## config.mk

```make
export PLATFORM = sky130hd
export DESIGN_NAME = noc_turn_scheduler_flat
export DESIGN_NICKNAME = d
export VERILOG_FILES = /design/src/rtl/noc_turn_scheduler_pkg.sv /design/src/rtl/noc_turn_scheduler_if.sv /design/src/rtl/noc_turn_scheduler_rr_turn.sv /design/src/rtl/noc_turn_scheduler.sv /design/src/flat_wrapper.sv
export SDC_FILE = /design/constraint.sdc
export NUM_CORES = 1
export LEC_CHECK = 0
export ABC_AREA = 1
export ABC_CLOCK_PERIOD_IN_PS = 5210
export CAP_MARGIN = 20
export CORE_MARGIN = 10
export CORE_UTILIZATION = 56
export CTS_BUF_LIST = sky130_fd_sc_hd__clkbuf_8
export CTS_CLUSTER_DIAMETER = 30
export DETAILED_ROUTE_END_ITERATION = 16
export GPL_TIMING_DRIVEN = 0
export PLACE_DENSITY = 0.8
export SLEW_MARGIN = 0
export SYNTH_ARGS = -nofsm -noshare
export SYNTH_HDL_FRONTEND = slang
export SYNTH_SLANG_ARGS = --single-unit
export TNS_END_PERCENT = 1
```

## constraint.sdc

```tcl
create_clock -name clk -period 5.21 [get_ports clk]
set_input_delay 1.042 -clock clk [delete_from_list [all_inputs] [get_ports clk]]
set_output_delay 1.042 -clock clk [all_outputs]
set_load 0.02 [all_outputs]
```

## src/rtl/noc_turn_scheduler_pkg.sv

```systemverilog
// Shared definitions for the NoC turn scheduler.
// Contents:
//   port_e      port index, N=4 .. L=0 (bit position in every 5-bit vector)
//   TURN_*      one-hot turn encodings
//   rr_next()   round-robin successor of a one-hot turn among a request mask
package noc_turn_scheduler_pkg;

    typedef enum logic [2:0] {
        P_L = 3'd0,
        P_W = 3'd1,
        P_E = 3'd2,
        P_S = 3'd3,
        P_N = 3'd4
    } port_e;

    localparam int NUM_PORTS = 5;

    localparam logic [4:0] TURN_N = 5'b10000;
    localparam logic [4:0] TURN_S = 5'b01000;
    localparam logic [4:0] TURN_E = 5'b00100;
    localparam logic [4:0] TURN_W = 5'b00010;
    localparam logic [4:0] TURN_L = 5'b00001;

    // RR order N->S->E->W->L->N is descending bit index with wrap 0->4.
    // The holder itself is examined last, so a sole requester keeps the turn.
    // An empty mask returns the current turn unchanged.
    function automatic logic [4:0] rr_next(input logic [4:0] turn, input logic [4:0] mask);
        logic [4:0] res;
        logic [2:0] h;
        logic [2:0] idx;
        logic       found;
        res   = turn;
        h     = 3'd0;
        found = 1'b0;
        for (int i = 0; i < NUM_PORTS; i++) begin
            if (turn[i]) h = 3'(i);
        end
        idx = h;
        for (int k = 0; k < NUM_PORTS; k++) begin
            idx = (idx == 3'd0) ? 3'd4 : idx - 3'd1;
            if (!found && mask[idx]) begin
                res   = 5'b00001 << idx;
                found = 1'b1;
            end
        end
        return res;
    endfunction

endpackage

```

## src/rtl/noc_turn_scheduler_if.sv

```systemverilog
// Bundle between the route logic (master) and the turn scheduler (slave).
// Per port X in {N,S,E,W,L}:
//   X_req_i         5  one-hot output requested by input X, 0 = none
//   X_port_enable   1  transfer into output X this cycle
//   X_credit_ret    1  downstream of output X freed one slot
//   X_turn          5  one-hot input owning output X
//   X_port_full     1  output X has no credits
// credit_err         1  sticky credit / request error
interface noc_turn_scheduler_if;
    logic [4:0] N_req_i, S_req_i, E_req_i, W_req_i, L_req_i;
    logic       N_port_enable, S_port_enable, E_port_enable, W_port_enable, L_port_enable;
    logic       N_credit_ret, S_credit_ret, E_credit_ret, W_credit_ret, L_credit_ret;
    logic [4:0] N_turn, S_turn, E_turn, W_turn, L_turn;
    logic       N_port_full, S_port_full, E_port_full, W_port_full, L_port_full;
    logic       credit_err;

    modport master (
        output N_req_i, S_req_i, E_req_i, W_req_i, L_req_i,
        output N_port_enable, S_port_enable, E_port_enable, W_port_enable, L_port_enable,
        output N_credit_ret, S_credit_ret, E_credit_ret, W_credit_ret, L_credit_ret,
        input  N_turn, S_turn, E_turn, W_turn, L_turn,
        input  N_port_full, S_port_full, E_port_full, W_port_full, L_port_full,
        input  credit_err
    );

    modport slave (
        input  N_req_i, S_req_i, E_req_i, W_req_i, L_req_i,
        input  N_port_enable, S_port_enable, E_port_enable, W_port_enable, L_port_enable,
        input  N_credit_ret, S_credit_ret, E_credit_ret, W_credit_ret, L_credit_ret,
        output N_turn, S_turn, E_turn, W_turn, L_turn,
        output N_port_full, S_port_full, E_port_full, W_port_full, L_port_full,
        output credit_err
    );
endinterface

```

## src/rtl/noc_turn_scheduler_rr_turn.sv

```systemverilog
// One output port: round-robin turn register plus downstream credit counter.
// Ports:
//   clk, rst   router clock, synchronous active-high reset
//   req_i      bit i = input i requests this output (already validity-filtered)
//   enable_i   transfer into this output this cycle
//   ret_i      downstream freed one slot
//   turn_o     registered one-hot owner
//   full_o     registered, credit count is zero
//   err_o      combinational pulse: underflow or overflow attempt this cycle
module noc_turn_scheduler_rr_turn
    import noc_turn_scheduler_pkg::*;
#(
    parameter int         SELF_BIT   = 0,
    parameter logic [4:0] RESET_TURN = TURN_N,
    parameter int         BUF_DEPTH  = 4
) (
    input  logic       clk,
    input  logic       rst,
    input  logic [4:0] req_i,
    input  logic       enable_i,
    input  logic       ret_i,
    output logic [4:0] turn_o,
    output logic       full_o,
    output logic       err_o
);
    localparam int             CNT_W     = $clog2(BUF_DEPTH + 1);
    localparam logic [4:0]     SELF_MASK = 5'(1 << SELF_BIT);
    localparam logic [CNT_W-1:0] FULL_CNT = CNT_W'(BUF_DEPTH);

    logic [4:0]       turn_q, turn_d;
    logic [CNT_W-1:0] cnt_q, cnt_d;
    logic             full_q;
    logic [4:0]       mask;
    logic             trigger;

    always_comb begin
        // No U-turn: the input sharing this port's index is never eligible.
        mask    = req_i & ~SELF_MASK;
        // Re-arbitrate on a transfer or when the holder has dropped its request;
        // a blocked holder keeps ownership.
        trigger = enable_i | ~(|(mask & turn_q));
        turn_d  = trigger ? rr_next(turn_q, mask) : turn_q;

        cnt_d = cnt_q;
        err_o = 1'b0;
        if (enable_i && !ret_i) begin
            if (cnt_q == '0) err_o = 1'b1;
            else             cnt_d = cnt_q - CNT_W'(1);
        end else if (ret_i && !enable_i) begin
            if (cnt_q == FULL_CNT) err_o = 1'b1;
            else                   cnt_d = cnt_q + CNT_W'(1);
        end
    end

    always_ff @(posedge clk) begin
        if (rst) begin
            turn_q <= RESET_TURN;
            cnt_q  <= FULL_CNT;
            full_q <= 1'b0;
        end else begin
            turn_q <= turn_d;
            cnt_q  <= cnt_d;
            full_q <= (cnt_d == '0);
        end
    end

    assign turn_o = turn_q;
    assign full_o = full_q;
endmodule

```

## src/rtl/noc_turn_scheduler.sv

```systemverilog
// Per-router turn scheduler: five independent output arbiters with credit tracking.
// Ports:
//   clk   router clock
//   rst   synchronous active-high reset
//   bus   noc_turn_scheduler_if.slave (requests, enables, credit returns in;
//         turns, full flags, sticky credit_err out)
module noc_turn_scheduler
    import noc_turn_scheduler_pkg::*;
#(
    parameter int BUF_DEPTH = 4
) (
    input  logic                 clk,
    input  logic                 rst,
    noc_turn_scheduler_if.slave  bus
);
    // Packed per-input/per-output vectors, index = port bit (N=4 .. L=0).
    logic [4:0][4:0] req_raw;
    logic [4:0][4:0] req_eff;
    logic [4:0][4:0] req_col;
    logic [4:0]      legal;
    logic [4:0]      enable_v, ret_v;
    logic [4:0]      turn_v [NUM_PORTS];
    logic            full_v [NUM_PORTS];
    logic            err_v  [NUM_PORTS];
    logic            any_err;
    logic            err_q;

    assign req_raw  = {bus.N_req_i, bus.S_req_i, bus.E_req_i, bus.W_req_i, bus.L_req_i};
    assign enable_v = {bus.N_port_enable, bus.S_port_enable, bus.E_port_enable,
                       bus.W_port_enable, bus.L_port_enable};
    assign ret_v    = {bus.N_credit_ret, bus.S_credit_ret, bus.E_credit_ret,
                       bus.W_credit_ret, bus.L_credit_ret};

    // Multi-hot requests are dropped and flagged; then transpose so each
    // output sees a column of which inputs want it.
    always_comb begin
        legal   = '0;
        req_eff = '0;
        req_col = '0;
        any_err = 1'b0;
        for (int i = 0; i < NUM_PORTS; i++) begin
            legal[i]   = ((req_raw[i] & (req_raw[i] - 5'd1)) == 5'd0);
            req_eff[i] = legal[i] ? req_raw[i] : 5'd0;
        end
        for (int o = 0; o < NUM_PORTS; o++) begin
            for (int i = 0; i < NUM_PORTS; i++) begin
                req_col[o][i] = req_eff[i][o];
            end
            any_err = any_err | err_v[o];
        end
        any_err = any_err | ~(&legal);
    end

    for (genvar o = 0; o < NUM_PORTS; o++) begin : g_out
        noc_turn_scheduler_rr_turn #(
            .SELF_BIT   (o),
            .RESET_TURN ((o == int'(P_L)) ? TURN_N : TURN_L),
            .BUF_DEPTH  (BUF_DEPTH)
        ) u_rr (
            .clk      (clk),
            .rst      (rst),
            .req_i    (req_col[o]),
            .enable_i (enable_v[o]),
            .ret_i    (ret_v[o]),
            .turn_o   (turn_v[o]),
            .full_o   (full_v[o]),
            .err_o    (err_v[o])
        );
    end

    always_ff @(posedge clk) begin
        if (rst) err_q <= 1'b0;
        else     err_q <= err_q | any_err;
    end

    assign bus.N_turn      = turn_v[4];
    assign bus.S_turn      = turn_v[3];
    assign bus.E_turn      = turn_v[2];
    assign bus.W_turn      = turn_v[1];
    assign bus.L_turn      = turn_v[0];
    assign bus.N_port_full = full_v[4];
    assign bus.S_port_full = full_v[3];
    assign bus.E_port_full = full_v[2];
    assign bus.W_port_full = full_v[1];
    assign bus.L_port_full = full_v[0];
    assign bus.credit_err  = err_q;
endmodule

```

## src/flat_wrapper.sv

```systemverilog
// flat-port wrapper written by rule: the top's interface ports become plain ports
module noc_turn_scheduler_flat import noc_turn_scheduler_pkg::*;
#(
    parameter int BUF_DEPTH = 4
)
  (clk, rst, bus_N_req_i, bus_S_req_i, bus_E_req_i, bus_W_req_i, bus_L_req_i, bus_N_port_enable, bus_S_port_enable, bus_E_port_enable, bus_W_port_enable, bus_L_port_enable, bus_N_credit_ret, bus_S_credit_ret, bus_E_credit_ret, bus_W_credit_ret, bus_L_credit_ret, bus_N_turn, bus_S_turn, bus_E_turn, bus_W_turn, bus_L_turn, bus_N_port_full, bus_S_port_full, bus_E_port_full, bus_W_port_full, bus_L_port_full, bus_credit_err);
  noc_turn_scheduler_if bus_i ();
  input  logic clk;
  input  logic rst;
  input wire logic [$bits(bus_i.N_req_i)-1:0] bus_N_req_i;
  input wire logic [$bits(bus_i.S_req_i)-1:0] bus_S_req_i;
  input wire logic [$bits(bus_i.E_req_i)-1:0] bus_E_req_i;
  input wire logic [$bits(bus_i.W_req_i)-1:0] bus_W_req_i;
  input wire logic [$bits(bus_i.L_req_i)-1:0] bus_L_req_i;
  input wire logic [$bits(bus_i.N_port_enable)-1:0] bus_N_port_enable;
  input wire logic [$bits(bus_i.S_port_enable)-1:0] bus_S_port_enable;
  input wire logic [$bits(bus_i.E_port_enable)-1:0] bus_E_port_enable;
  input wire logic [$bits(bus_i.W_port_enable)-1:0] bus_W_port_enable;
  input wire logic [$bits(bus_i.L_port_enable)-1:0] bus_L_port_enable;
  input wire logic [$bits(bus_i.N_credit_ret)-1:0] bus_N_credit_ret;
  input wire logic [$bits(bus_i.S_credit_ret)-1:0] bus_S_credit_ret;
  input wire logic [$bits(bus_i.E_credit_ret)-1:0] bus_E_credit_ret;
  input wire logic [$bits(bus_i.W_credit_ret)-1:0] bus_W_credit_ret;
  input wire logic [$bits(bus_i.L_credit_ret)-1:0] bus_L_credit_ret;
  output wire logic [$bits(bus_i.N_turn)-1:0] bus_N_turn;
  output wire logic [$bits(bus_i.S_turn)-1:0] bus_S_turn;
  output wire logic [$bits(bus_i.E_turn)-1:0] bus_E_turn;
  output wire logic [$bits(bus_i.W_turn)-1:0] bus_W_turn;
  output wire logic [$bits(bus_i.L_turn)-1:0] bus_L_turn;
  output wire logic [$bits(bus_i.N_port_full)-1:0] bus_N_port_full;
  output wire logic [$bits(bus_i.S_port_full)-1:0] bus_S_port_full;
  output wire logic [$bits(bus_i.E_port_full)-1:0] bus_E_port_full;
  output wire logic [$bits(bus_i.W_port_full)-1:0] bus_W_port_full;
  output wire logic [$bits(bus_i.L_port_full)-1:0] bus_L_port_full;
  output wire logic [$bits(bus_i.credit_err)-1:0] bus_credit_err;
  assign bus_i.N_req_i = bus_N_req_i;
  assign bus_i.S_req_i = bus_S_req_i;
  assign bus_i.E_req_i = bus_E_req_i;
  assign bus_i.W_req_i = bus_W_req_i;
  assign bus_i.L_req_i = bus_L_req_i;
  assign bus_i.N_port_enable = bus_N_port_enable;
  assign bus_i.S_port_enable = bus_S_port_enable;
  assign bus_i.E_port_enable = bus_E_port_enable;
  assign bus_i.W_port_enable = bus_W_port_enable;
  assign bus_i.L_port_enable = bus_L_port_enable;
  assign bus_i.N_credit_ret = bus_N_credit_ret;
  assign bus_i.S_credit_ret = bus_S_credit_ret;
  assign bus_i.E_credit_ret = bus_E_credit_ret;
  assign bus_i.W_credit_ret = bus_W_credit_ret;
  assign bus_i.L_credit_ret = bus_L_credit_ret;
  assign bus_N_turn = bus_i.N_turn;
  assign bus_S_turn = bus_i.S_turn;
  assign bus_E_turn = bus_i.E_turn;
  assign bus_W_turn = bus_i.W_turn;
  assign bus_L_turn = bus_i.L_turn;
  assign bus_N_port_full = bus_i.N_port_full;
  assign bus_S_port_full = bus_i.S_port_full;
  assign bus_E_port_full = bus_i.E_port_full;
  assign bus_W_port_full = bus_i.W_port_full;
  assign bus_L_port_full = bus_i.L_port_full;
  assign bus_credit_err = bus_i.credit_err;
  noc_turn_scheduler #(.BUF_DEPTH(BUF_DEPTH)) u_core (.clk(clk), .rst(rst), .bus(bus_i));
endmodule
```

==> metrics.cfg, run 1 <==
[worst_setup_path]
rr_endpoint = u_core.g_out[2].u_rr.turn_o[1]$_SDFFE_PP0P_
crit_path_start_kind = input pin
path_cells = clkdlybuf4s50_1 > nor2_1 > nand2_1 > nand2_1 > nand2_1 > nor2_1 > inv_1 > nand2_1 > nand3b_1 > nand2_1 > nand2_1 > nand2_1 > nand2_1 > nand2_1 > nand2_1 > nand2_1 > nand3_1 > nand2_1 > nand3_1 > a21oi_1
cp.required_ps = 5450
critPathTopFamily = simple AND/OR/NAND/NOR gates
crit_slowest_cell = clkdlybuf4s50_1
rr_worst_depth = 16
cp_max_fo = 5
r2r_start = u_core.g_out[2].u_rr.turn_o[4]$_SDFFE_PP0P_
rrSetupSlack_ps = 2230
arrival_ps = 3640
max_stage_delay_ps = 460
cp-end-kind = flip-flop
worstSetupPathType = input pin to flip-flop
path_buf_inv = 2
cpMostUsedCell = nand2_1

[sta]
final-setup-viol-count = 0
relSlewSlack_pct = 53.04
finalCriticalPeriod_ps = 3400
fin_setup_tns_ps = 0
grt_setup_unrepaired = no
hold_violations = 0
report.final.slew_viol_count = 0
min_period_over_period_pct = 65.26
holdWs_ps = 486.7
max_freq_ghz = 0.2941
finClkSkew_ps = 8.059
timing_worst_slew_pin_value_ps = 704.4

[drt]
post_drt_wl_per_cell_um = 13.14
finalWirelength_um = 16240
vias_per_cell = 5.442
drc = 0
via_count = 6726
antenna_left = 0
drt_iter0_drc = 609
first_pass_iters = 5

[floorplanning]
dieHeight_um = 120.9
fp-row-count = 36
core_area_um2 = 9819
start_util_pct = 58.00
dieArea_um2 = 14600
ioPinCount = 68
die_w_um = 120.9

[cts]
clk_pin_slew_worst_paths_ps = 90
clock_sinks = 46
cts-hold-fix-buffers = 0
cts_max_level = 2
numCtsBuffers = 5
cts_tree = done
post_cts_buffers = 0
root_buffer = clkbuf_8
cts_resized = 0
clk_latency_ps = 310
clockBufferDepth = 2

[synthesis]
yosysTopAreaCellShare_pct = 24.19
mappedNetlistArea_um2 = 5695
synth.net_count = 1086
yosys.area_share.simple_pct = 53.76
synth-edff-count = 0
synth_cell_types = 46
synth_cells = 1029
ys_seq_area_share_pct = 16.17
synthXorXnorAreaFrac_pct = 1.384
syn_area_per_cell_um2 = 5.535
yosysTopAreaCell = nand2_1
synth_warnings = 0
async_reset_ff_share_pct = 0
synth_compound_area_share_pct = 13.58
synth_adder_area_share_pct = 4.394
muxShareOfSynthArea_pct = 0
synth.area.top_cells = nand2_1, dfxtp_1, nand3_1
ys.flop_type = dfxtp_1
synth_seq_cells = 46
synth_top_family_by_area = simple AND/OR/NAND/NOR gates

[power]
switching_share_pct = 61.35
p_per_area_nw_per_um2 = 769.9
pwr-share-clk_pct = 5.5
p_leak_nw = 3.423
comb_power_share_pct = 84.4
p_int_mw = 1.975
p_total_mw = 5.109
seqPwrFrac_pct = 10.2
irDropWorstVdd_mv = 0.4479
p_sw_mw = 3.134

[final_layout]
num-nets-final = 1159
num-fill-cells = 951
fin_area_um2 = 6636
area_delta_synth_final_pct = 16.52
seqCellArea_um2 = 920.9
final_layout_size_suffix_gt1_share_pct = 9.519
n_antenna_cell = 0
multiInputGateArea_um2 = 4164
fin_cells = 1236
mostFrequentLayoutCell = nand2_1
mostFrequentLayoutCells = nand2_1, inv_1, nand3_1

[placed_design]
io_buffers = 66
hpwl_um = 13010
gp_congestion = 0.9876
placed_area_um2 = 6523
post-place-cells = 1228

[hold_path]
worstHoldPathType = flip-flop to flip-flop
hold-path-endpoint = u_core.g_out[0].u_rr.turn_o[0]$_SDFFE_PP0P_
holdPathStages = 2
hp-start = u_core.g_out[0].u_rr.turn_o[0]$_SDFFE_PP0P_

[global_routing]
grt_usage_pct = 21.22
met2_usage_pct = 37.04
grt-ovfl-total = 0
first_global_vias = 5890
antenna_found_initial = 0
grt_pass1_wl_um = 26710
grt_max_degree = 16
use_met1_pct = 27.28
use_met3_pct = 2.280
busiest_layer = met2

[run_status]
run_status = completed

[flow_run]
cap_violations = 0

[logic make-up after synthesis]
group / after synthesis
XOR/XNOR: 9
adder cells (fa/ha/maj): 20
buffers and inverters: 159
AO/OA/AOI/OAI: 126
flip-flops: 46
AND/OR/NAND/NOR: 669
[metal layers]
| layer | vias to the layer above | share of wire [%] |
|---|---|---|
| met3 | 19 | 6.2 |
| met2 | 244 | 47 |
| li1 | 3516 | - |
| met5 | - | 0 |
| met1 | 2947 | 45 |
| met4 | 0 | 1.5 |
[cell type report]
| type | instances | area share, % |
|---|---|---|
| buffer | 6 | 0.5091 |
| clock buffer | 5 | 1.037 |
| clock inverter | 3 | 0.6787 |
| inverter | 153 | 8.692 |
| multi-input combinational | 824 | 62.75 |
| sequential | 46 | 13.88 |
| tap | 133 | 2.508 |
| timing repair buffer | 66 | 9.955 |
[cells in the mapped netlist, types with 2 or more instances]
cell and number:
nand2_1 367, inv_1 120, nand3_1 108, nor2_1 80, dfxtp_1 46, a21oi_1 43
nand4_1 37, o21ai_0 32, inv_2 30, nand2_2 24, ha_1 20, nor3_1 12
nand3_2 9, o21ai_1 9, o22ai_1 9, nor2_2 8, xor2_1 7, nand2_4 6
nand3b_1 5, o211ai_1 5, o21ai_2 5, o2111ai_1 4, o211a_1 4, o221ai_1 4
clkbuf_1 3, nand3_4 3, nor2_4 3, nor4_1 3, a21oi_4 2, clkinv_1 2
nand4_2 2, o31ai_1 2, xnor2_1 2
[metrics by stage]
| step | utilization (%) | setup WS (ps) |
|---|---|---|
| floorplan | - | 2532 |
| global placement | 66.42 | 1529 |
| detailed placement | 66.42 | 1548 |
| CTS | 67.58 | 1855 |
| global route | 67.58 | 1526 |
| finish | 67.58 | 1810 |
[sequential cells by signal (all words and copies together), names as in the netlist]
| name | count |
|---|---|
| u_core.g_out.u_rr.turn_o | 25 |
| u_core.g_out.u_rr.cnt_q | 15 |
| u_core.g_out.u_rr.full_o | 5 |
| u_core.bus.credit_err | 1 |
[how the worst max path moves through the flow]
stage / from / end / cells after the start
finish: bus_L_req_i[1] / u_core.g_out[3].u_rr.turn_o[1]$_SDFFE_PP0P_ / 20
global route: bus_W_req_i[0] / u_core.g_out[3].u_rr.turn_o[1]$_SDFFE_PP0P_ / 20
CTS: bus_L_req_i[1] / u_core.g_out[3].u_rr.turn_o[2]$_SDFFE_PP0P_ / 20
detailed placement: bus_L_req_i[1] / u_core.g_out[3].u_rr.turn_o[1]$_SDFFE_PP0P_ / 21
global placement: bus_L_req_i[1] / u_core.g_out[2].u_rr.turn_o[0]$_SDFFE_PP1P_ / 20
floorplan: bus_L_req_i[1] / u_core.g_out[3].u_rr.turn_o[0]$_SDFFE_PP1P_ / 20
[tightest hold or removal path: cells and delay by family (launching register included)]
kind / cells / cell delay, ps
AND/OR/NAND/NOR: 2 / 110
flip-flops: 1 / 340
[power groups by stage]
stage | clock [mW] | sequential [mW] | combinational (mW)
2_1_floorplan | 0 | 0.567 | 3.36
6_report | 0.279 | 0.519 | 4.31
3_5_place_dp | 0 | 0.524 | 4.22
4_1_cts | 0.283 | 0.516 | 4.24
3_3_place_gp | 0 | 0.524 | 4.18
5_1_grt | 0.296 | 0.527 | 4.89
(Power assumes the default switching activity.)
==> run 2, diff against run 1 <==
ABC_CLOCK_PERIOD_IN_PS = 3100   (was 5210)
CORE_UTILIZATION = 53   (was 56)
PLACE_DENSITY = 0.79   (was 0.8)
clock period = 3.1 ns   (was 5.21 ns; I/O delays follow)
==> run 2 against run 1 <==
Sequential share of layout area decreased by 0.30 points. Worst setup slack got worse by 1600 ps. Total power increased by 73%. Design area increased by 2.8%. Worst hold slack got worse by 39 ps. Via count increased by 0.42%. Global-route usage decreased by 0.88 points. Die area increased by 4.7%. Combinational power increased by 72%. Core utilization decreased by 2.1 points. Critical path type unchanged.
==> metrics.cfg, run 2 (same netlist as run 1, synthesis figures left out) <==
[run_status]
run_status = completed

[floorplanning]
ioPinCount = 68  ; unchanged
die_w_um = 123.7  ; +2.3%
fp-row-count = 37  ; +2.8%
core_area_um2 = 10420  ; +6.1%
dieHeight_um = 123.7  ; +2.3%
dieArea_um2 = 15290  ; +4.7%
start_util_pct = 54.68  ; -3.3 points

[worst_setup_path]
rrSetupSlack_ps = 260  ; -1970 ps
crit_path_start_kind = input pin
r2r_start = u_core.g_out[2].u_rr.turn_o[4]$_SDFFE_PP0P_
arrival_ps = 3070  ; -570 ps
crit_slowest_cell = clkdlybuf4s50_1
cp-end-kind = flip-flop
cp.required_ps = 3300  ; -2150 ps
rr_endpoint = u_core.g_out[2].u_rr.turn_o[3]$_SDFFE_PP0P_
rr_worst_depth = 17  ; +1
path_buf_inv = 4  ; +2
path_cells = clkdlybuf4s50_1 > nor2_2 > nand2_1 > nand2_1 > nand2_2 > inv_1 > nand2_2 > nand2_1 > nand3_1 > nand3_2 > nor2_4 > inv_2 > a21oi_4 > nand3b_1 > nand2_1 > inv_2 > o21ai_0 > nor2_1 > nand2_1 > nand2_1
worstSetupPathType = input pin to flip-flop
cp_max_fo = 6  ; +1
max_stage_delay_ps = 570  ; +110 ps
critPathTopFamily = simple AND/OR/NAND/NOR gates
cpMostUsedCell = nand2_1

[final_layout]
largest_reg_flops = 25  ; unchanged
fin_cells = 1243  ; +0.57%
mostFrequentLayoutCell = nand2_1
final_layout_size_suffix_gt1_share_pct = 12.83  ; +3.3 points
num-fill-cells = 998  ; +4.9%
final_util_pct = 65.49  ; -2.1 points
mostFrequentLayoutCells = nand2_1, inv_1, nand3_1
area_delta_synth_final_pct = 19.77
n_antenna_cell = 0  ; unchanged
num-nets-final = 1163  ; +0.35%
fin_area_um2 = 6822  ; +2.8%

[sta]
final-setup-viol-count = 0  ; unchanged
finClkSkew_ps = 10.11  ; +2.047 ps
max_freq_ghz = 0.3481
finalCriticalPeriod_ps = 2873
grt_setup_unrepaired = yes
holdWs_ps = 447.4  ; -39.31 ps
timing_worst_slew_pin_value_ps = 725.8  ; +21.32 ps
hold_violations = 0  ; unchanged
min_period_over_period_pct = 92.67
relSlewSlack_pct = 51.62  ; -1.4 points
fin_ws_ps = 227.2  ; -1583 ps
fin_setup_tns_ps = 0  ; unchanged
report.final.slew_viol_count = 0  ; unchanged

[drt]
antenna_left = 0  ; unchanged
via_count = 6754  ; +0.42%
post_drt_wl_per_cell_um = 13.10  ; -0.24%
drc = 0  ; unchanged
drt_iter0_drc = 571  ; -6.2%
vias_per_cell = 5.434  ; -0.15%
finalWirelength_um = 16290  ; +0.32%
first_pass_iters = 5  ; unchanged

[global_routing]
grt-ovfl-total = 0  ; unchanged
grt_usage_pct = 20.34  ; -0.88 points
first_global_vias = 5836  ; -0.92%
antenna_found_initial = 0  ; unchanged
grt_max_degree = 15  ; -1
grt_pass1_wl_um = 26400  ; -1.2%

[placed_design]
gp_congestion = 0.8977  ; -9.1%
dp_slack_ps = -197.6  ; -1746 ps
post-place-cells = 1231  ; +0.24%
hpwl_um = 13010  ; about the same
placed_area_um2 = 6526  ; about the same
io_buffers = 66  ; unchanged

[hold_path]
hold-path-endpoint = u_core.g_out[0].u_rr.turn_o[0]$_SDFFE_PP0P_
hp-start = u_core.g_out[0].u_rr.turn_o[0]$_SDFFE_PP0P_
worstHoldPathType = flip-flop to flip-flop
holdPathStages = 2  ; unchanged

[cts]
cts_max_level = 2  ; unchanged
cts_tree = done
numCtsBuffers = 5  ; unchanged
root_buffer = clkbuf_8
clk_latency_ps = 300  ; about the same
clockBufferDepth = 2  ; unchanged
clk_pin_slew_worst_paths_ps = 100  ; about the same
clock_sinks = 46  ; unchanged
cts-hold-fix-buffers = 0  ; unchanged

[flow_run]
cap_violations = 0  ; unchanged

[power]
irDropWorstVdd_mv = 1.161  ; +160%
p_leak_nw = 3.487  ; +1.9%
p_total_mw = 8.857  ; +73%
p_per_area_nw_per_um2 = 1298  ; +69%

==> run 2: timing repair <==
| item | 4_1_cts | 5_1_grt |
|---|---|---|
| resized for setup | 0 | 42 |
| hold endpoints to repair | 0 | 0 |
| setup buffers | 0 | 4 |
| endpoints found under the setup margin | 0 | 18 |
==> run 2: cell type report <==
type	instances	area (µm²)	share of cell area [%]
inverter	153	576.8	8.456
buffer	6	33.78	0.4952
clock inverter	2	60.06	0.8804
tap	136	170.2	2.494
clock buffer	6	82.58	1.211
timing repair buffer	70	695.7	10.20
multi-input combinational	824	4277	62.69
sequential	46	925.9	13.57
==> run 2: routing by layer <==
layer,vias to the layer above,share of wire [%],track usage [%],routed length (µm)
met3,26,6.9,2.398,1127
met1,2973,46,27.36,7425
met4,0,1.6,4.949,257
met2,229,46,33.81,7478
li1,3526,-,-,-
met5,-,0,0,0
==> run 2: how the worst max path moves through the flow <==
stage / from / end / cells past startpoint
CTS: bus_W_req_i[2] / u_core.g_out[3].u_rr.turn_o[2]$_SDFFE_PP0P_ / 20
finish: bus_E_req_i[1] / u_core.g_out[1].u_rr.turn_o[0]$_SDFFE_PP1P_ / 20
global placement: bus_W_req_i[2] / u_core.g_out[3].u_rr.turn_o[2]$_SDFFE_PP0P_ / 20
detailed placement: bus_S_req_i[1] / u_core.g_out[1].u_rr.turn_o[0]$_SDFFE_PP1P_ / 19
global route: bus_E_req_i[1] / u_core.g_out[1].u_rr.turn_o[2]$_SDFFE_PP0P_ / 20
floorplan: u_core.g_out[2].u_rr.turn_o[4]$_SDFFE_PP0P_ / u_core.g_out[2].u_rr.turn_o[0]$_SDFFE_PP1P_ / 21
==> run 2: report_power, final <==
| group | internal, mW | switching (mW) | total [mW] |
|---|---|---|---|
| combinational | 2.43 | 4.99 | 7.42 |
| sequential | 0.736 | 0.140 | 0.876 |
| clock | 0.344 | 0.221 | 0.565 |
==> run 2: worst register-to-register path, cell delays in order, from the launching register on <==
cell and delay [ps]:
dfxtp_2 380, nor2_2 220, nand2_2 140, inv_1 140, ha_1 290, inv_1 210, o21ai_4 120, inv_2 70
nand2_1 50, nand3_1 90, nand3_2 130, a21oi_4 300, nand2_1 130, nand2_1 100, nand3_1 70, nand2_1 120
nand3_1 100, a21oi_1 120
==> run 3, diff against run 2 <==
CELL_PAD_IN_SITES_DETAIL_PLACEMENT = 1   (was not set)
CELL_PAD_IN_SITES_GLOBAL_PLACEMENT = 2   (was not set)
CORE_UTILIZATION = 27   (was 53)
PLACE_DENSITY = not set   (was 0.79)
PLACE_DENSITY_LB_ADDON = 0.1   (was not set)
==> run 3 against run 2 <==
Via count down 1.1%. Wire length grew 31%. Sequential cell count is the same. Sequential share of layout area shrank 0.68 points. Clock skew is essentially flat. Combinational power is 5.8% higher. Sequential power about the same. Final cell count grew 12%. Worst hold slack better by 47 ps. Register-to-register slack about the same. First-iteration DRC count is 55% lower. Clock power increased by 3%. Critical endpoint is now u_core.g_out[3].u_rr.turn_o[4]$_SDFFE_PP0P_.
==> metrics.cfg, run 3 (same netlist as run 1, synthesis figures left out) <==
[sta]
timing_worst_slew_pin_value_ps = 869.5  ; +143.8 ps
min_period_over_period_pct = 93.50  ; +0.83 points
hold_violations = 0  ; unchanged
holdWs_ps = 493.9  ; +46.52 ps
relSlewSlack_pct = 42.03  ; -9.6 points
grt_setup_unrepaired = yes
finClkSkew_ps = 9.675  ; -0.4307 ps
finalCriticalPeriod_ps = 2898  ; +25.67 ps
final-setup-viol-count = 0  ; unchanged
report.final.slew_viol_count = 0  ; unchanged
max_freq_ghz = 0.3450  ; -0.89%

[final_layout]
final_layout_size_suffix_gt1_share_pct = 14.35  ; +1.5 points
n_antenna_cell = 0  ; unchanged
num-fill-cells = 2827  ; +180%
largest_reg_flops = 25  ; unchanged
fin_area_um2 = 7169  ; +5.1%
mostFrequentLayoutCells = nand2_1, inv_1, nand3_1
area_delta_synth_final_pct = 25.88
mostFrequentLayoutCell = nand2_1
fin_cells = 1390  ; +12%
num-nets-final = 1171  ; +0.69%

[floorplanning]
start_util_pct = 27.27  ; -27 points
ioPinCount = 68  ; unchanged
fp-row-count = 53  ; +43%
core_area_um2 = 20890  ; +100%
dieHeight_um = 165.2  ; +34%
die_w_um = 165.2  ; +34%
dieArea_um2 = 27300  ; +79%

[global_routing]
use_met3_pct = 1.909  ; -0.49 points
met2_usage_pct = 26.51  ; -7.3 points
use_met1_pct = 20.20  ; -7.2 points
antenna_found_initial = 0  ; unchanged
grt_max_degree = 15  ; unchanged
busiest_layer = met2
grt_usage_pct = 15.40  ; -4.9 points
grt-ovfl-total = 0  ; unchanged
grt_pass1_wl_um = 34330  ; +30%
first_global_vias = 6814  ; +17%

[placed_design]
hpwl_um = 17650  ; +36%
placed_area_um2 = 6700  ; +2.7%
io_buffers = 66  ; unchanged
post-place-cells = 1370  ; +11%
gp_congestion = 0.8393  ; -6.5%

[drt]
via_count = 6682  ; -1.1%
post_drt_wl_per_cell_um = 15.32  ; +17%
vias_per_cell = 4.807  ; -12%
first_pass_iters = 4  ; -1
drt_iter0_drc = 255  ; -55%
antenna_left = 0  ; unchanged
drc = 0  ; unchanged
finalWirelength_um = 21300  ; +31%

[worst_setup_path]
cp-end-kind = flip-flop
arrival_ps = 3130  ; +60 ps
rr_worst_depth = 19  ; +2
worstSetupPathType = input pin to flip-flop
cp_max_fo = 10  ; +4
cp.required_ps = 3330  ; +30 ps
crit_path_start_kind = input pin

[cts]
clock_sinks = 46  ; unchanged
numCtsBuffers = 5  ; unchanged
clockBufferDepth = 2  ; unchanged
root_buffer = clkbuf_8
clk_pin_slew_worst_paths_ps = 100  ; about the same
cts-hold-fix-buffers = 0  ; unchanged
clk_latency_ps = 320  ; +20 ps
cts_max_level = 2  ; unchanged
cts_tree = done

[power]
p_per_area_nw_per_um2 = 1298  ; about the same
irDropWorstVdd_mv = 0.4528  ; -61%
p_leak_nw = 3.570  ; +2.4%
p_total_mw = 9.307  ; +5.1%

[flow_run]
cap_violations = 0  ; unchanged

[hold_path]
holdPathStages = 2  ; unchanged
worstHoldPathType = flip-flop to flip-flop

[run_status]
run_status = completed

run 3: final timing paths:
path                                          startpoint                                           to  slack [ps]
max                                       bus_L_req_i[2]  u_core.g_out[3].u_rr.turn_o[4]$_SDFFE_PP0P_         200
min          u_core.g_out[0].u_rr.turn_o[0]$_SDFFE_PP0P_  u_core.g_out[0].u_rr.turn_o[0]$_SDFFE_PP0P_         490
max reg2reg  u_core.g_out[0].u_rr.turn_o[4]$_SDFFE_PP1P_  u_core.g_out[0].u_rr.turn_o[1]$_SDFFE_PP0P_         270
min reg2reg  u_core.g_out[0].u_rr.turn_o[0]$_SDFFE_PP0P_  u_core.g_out[0].u_rr.turn_o[0]$_SDFFE_PP0P_         490
run 3: metal layers:
metal  vias to the layer above  part of all wire [%]
li1                       3534                     -
met1                      3073                    49
met2                        64                    47
met3                        11                   3.1
met4                         0                   1.1
met5                         -                     0
run 3: report_power, final:
part	internal (mW)	switching [mW]	total, mW
Sequential	0.735	0.144	0.879
Clock	0.344	0.239	0.583
Combinational	2.57	5.28	7.85
run 3: timing repair:
action,CTS,global route
gates resized for setup,5,61
setup endpoints to repair,8,22
hold endpoints to repair,0,0
buffers inserted,0,12
cloned,0,0
pin swaps,0,10
run 3: cell type report:
| cell class | count | area (µm²) | share of cell area (%) |
|---|---|---|---|
| Buffer | 6 | 33.78 | 0.4712 |
| Clock buffer | 6 | 82.58 | 1.152 |
| Clock inverter | 2 | 60.06 | 0.8377 |
| Inverter | 153 | 576.8 | 8.045 |
| Multi-Input combinational cell | 824 | 4384 | 61.15 |
| Sequential cell | 46 | 924.6 | 12.90 |
| Tap cell | 275 | 344.1 | 4.799 |
| Timing Repair Buffer | 78 | 763.2 | 10.65 |
run 3: through the flow:
stage | setup WS, ps | setup TNS [ps] | utilization (%)
3_5_place_dp | -490.7 | -6479 | 32.08
3_3_place_gp | -496.2 | -6486 | 32.08
2_1_floorplan | 502.8 | 0 | -
4_1_cts | 8.487 | 0 | 32.84
6_report | 201.6 | 0 | 34.32
5_1_grt | -31.06 | -112.0 | 34.32
run 3: worst max-delay path, cell delays in order:
cell	delay (ps)
clkdlybuf4s50_1	590
nand2_1	80
nand2_1	70
nand2_1	140
nand2_2	190
nor2_4	80
buf_4	130
nand2_1	50
nand4_1	90
nand2_1	150
nand3_1	120
nor2_2	170
buf_6	160
nand3b_1	100
nand2_2	130
inv_2	70
o21ai_1	130
nor2_1	70
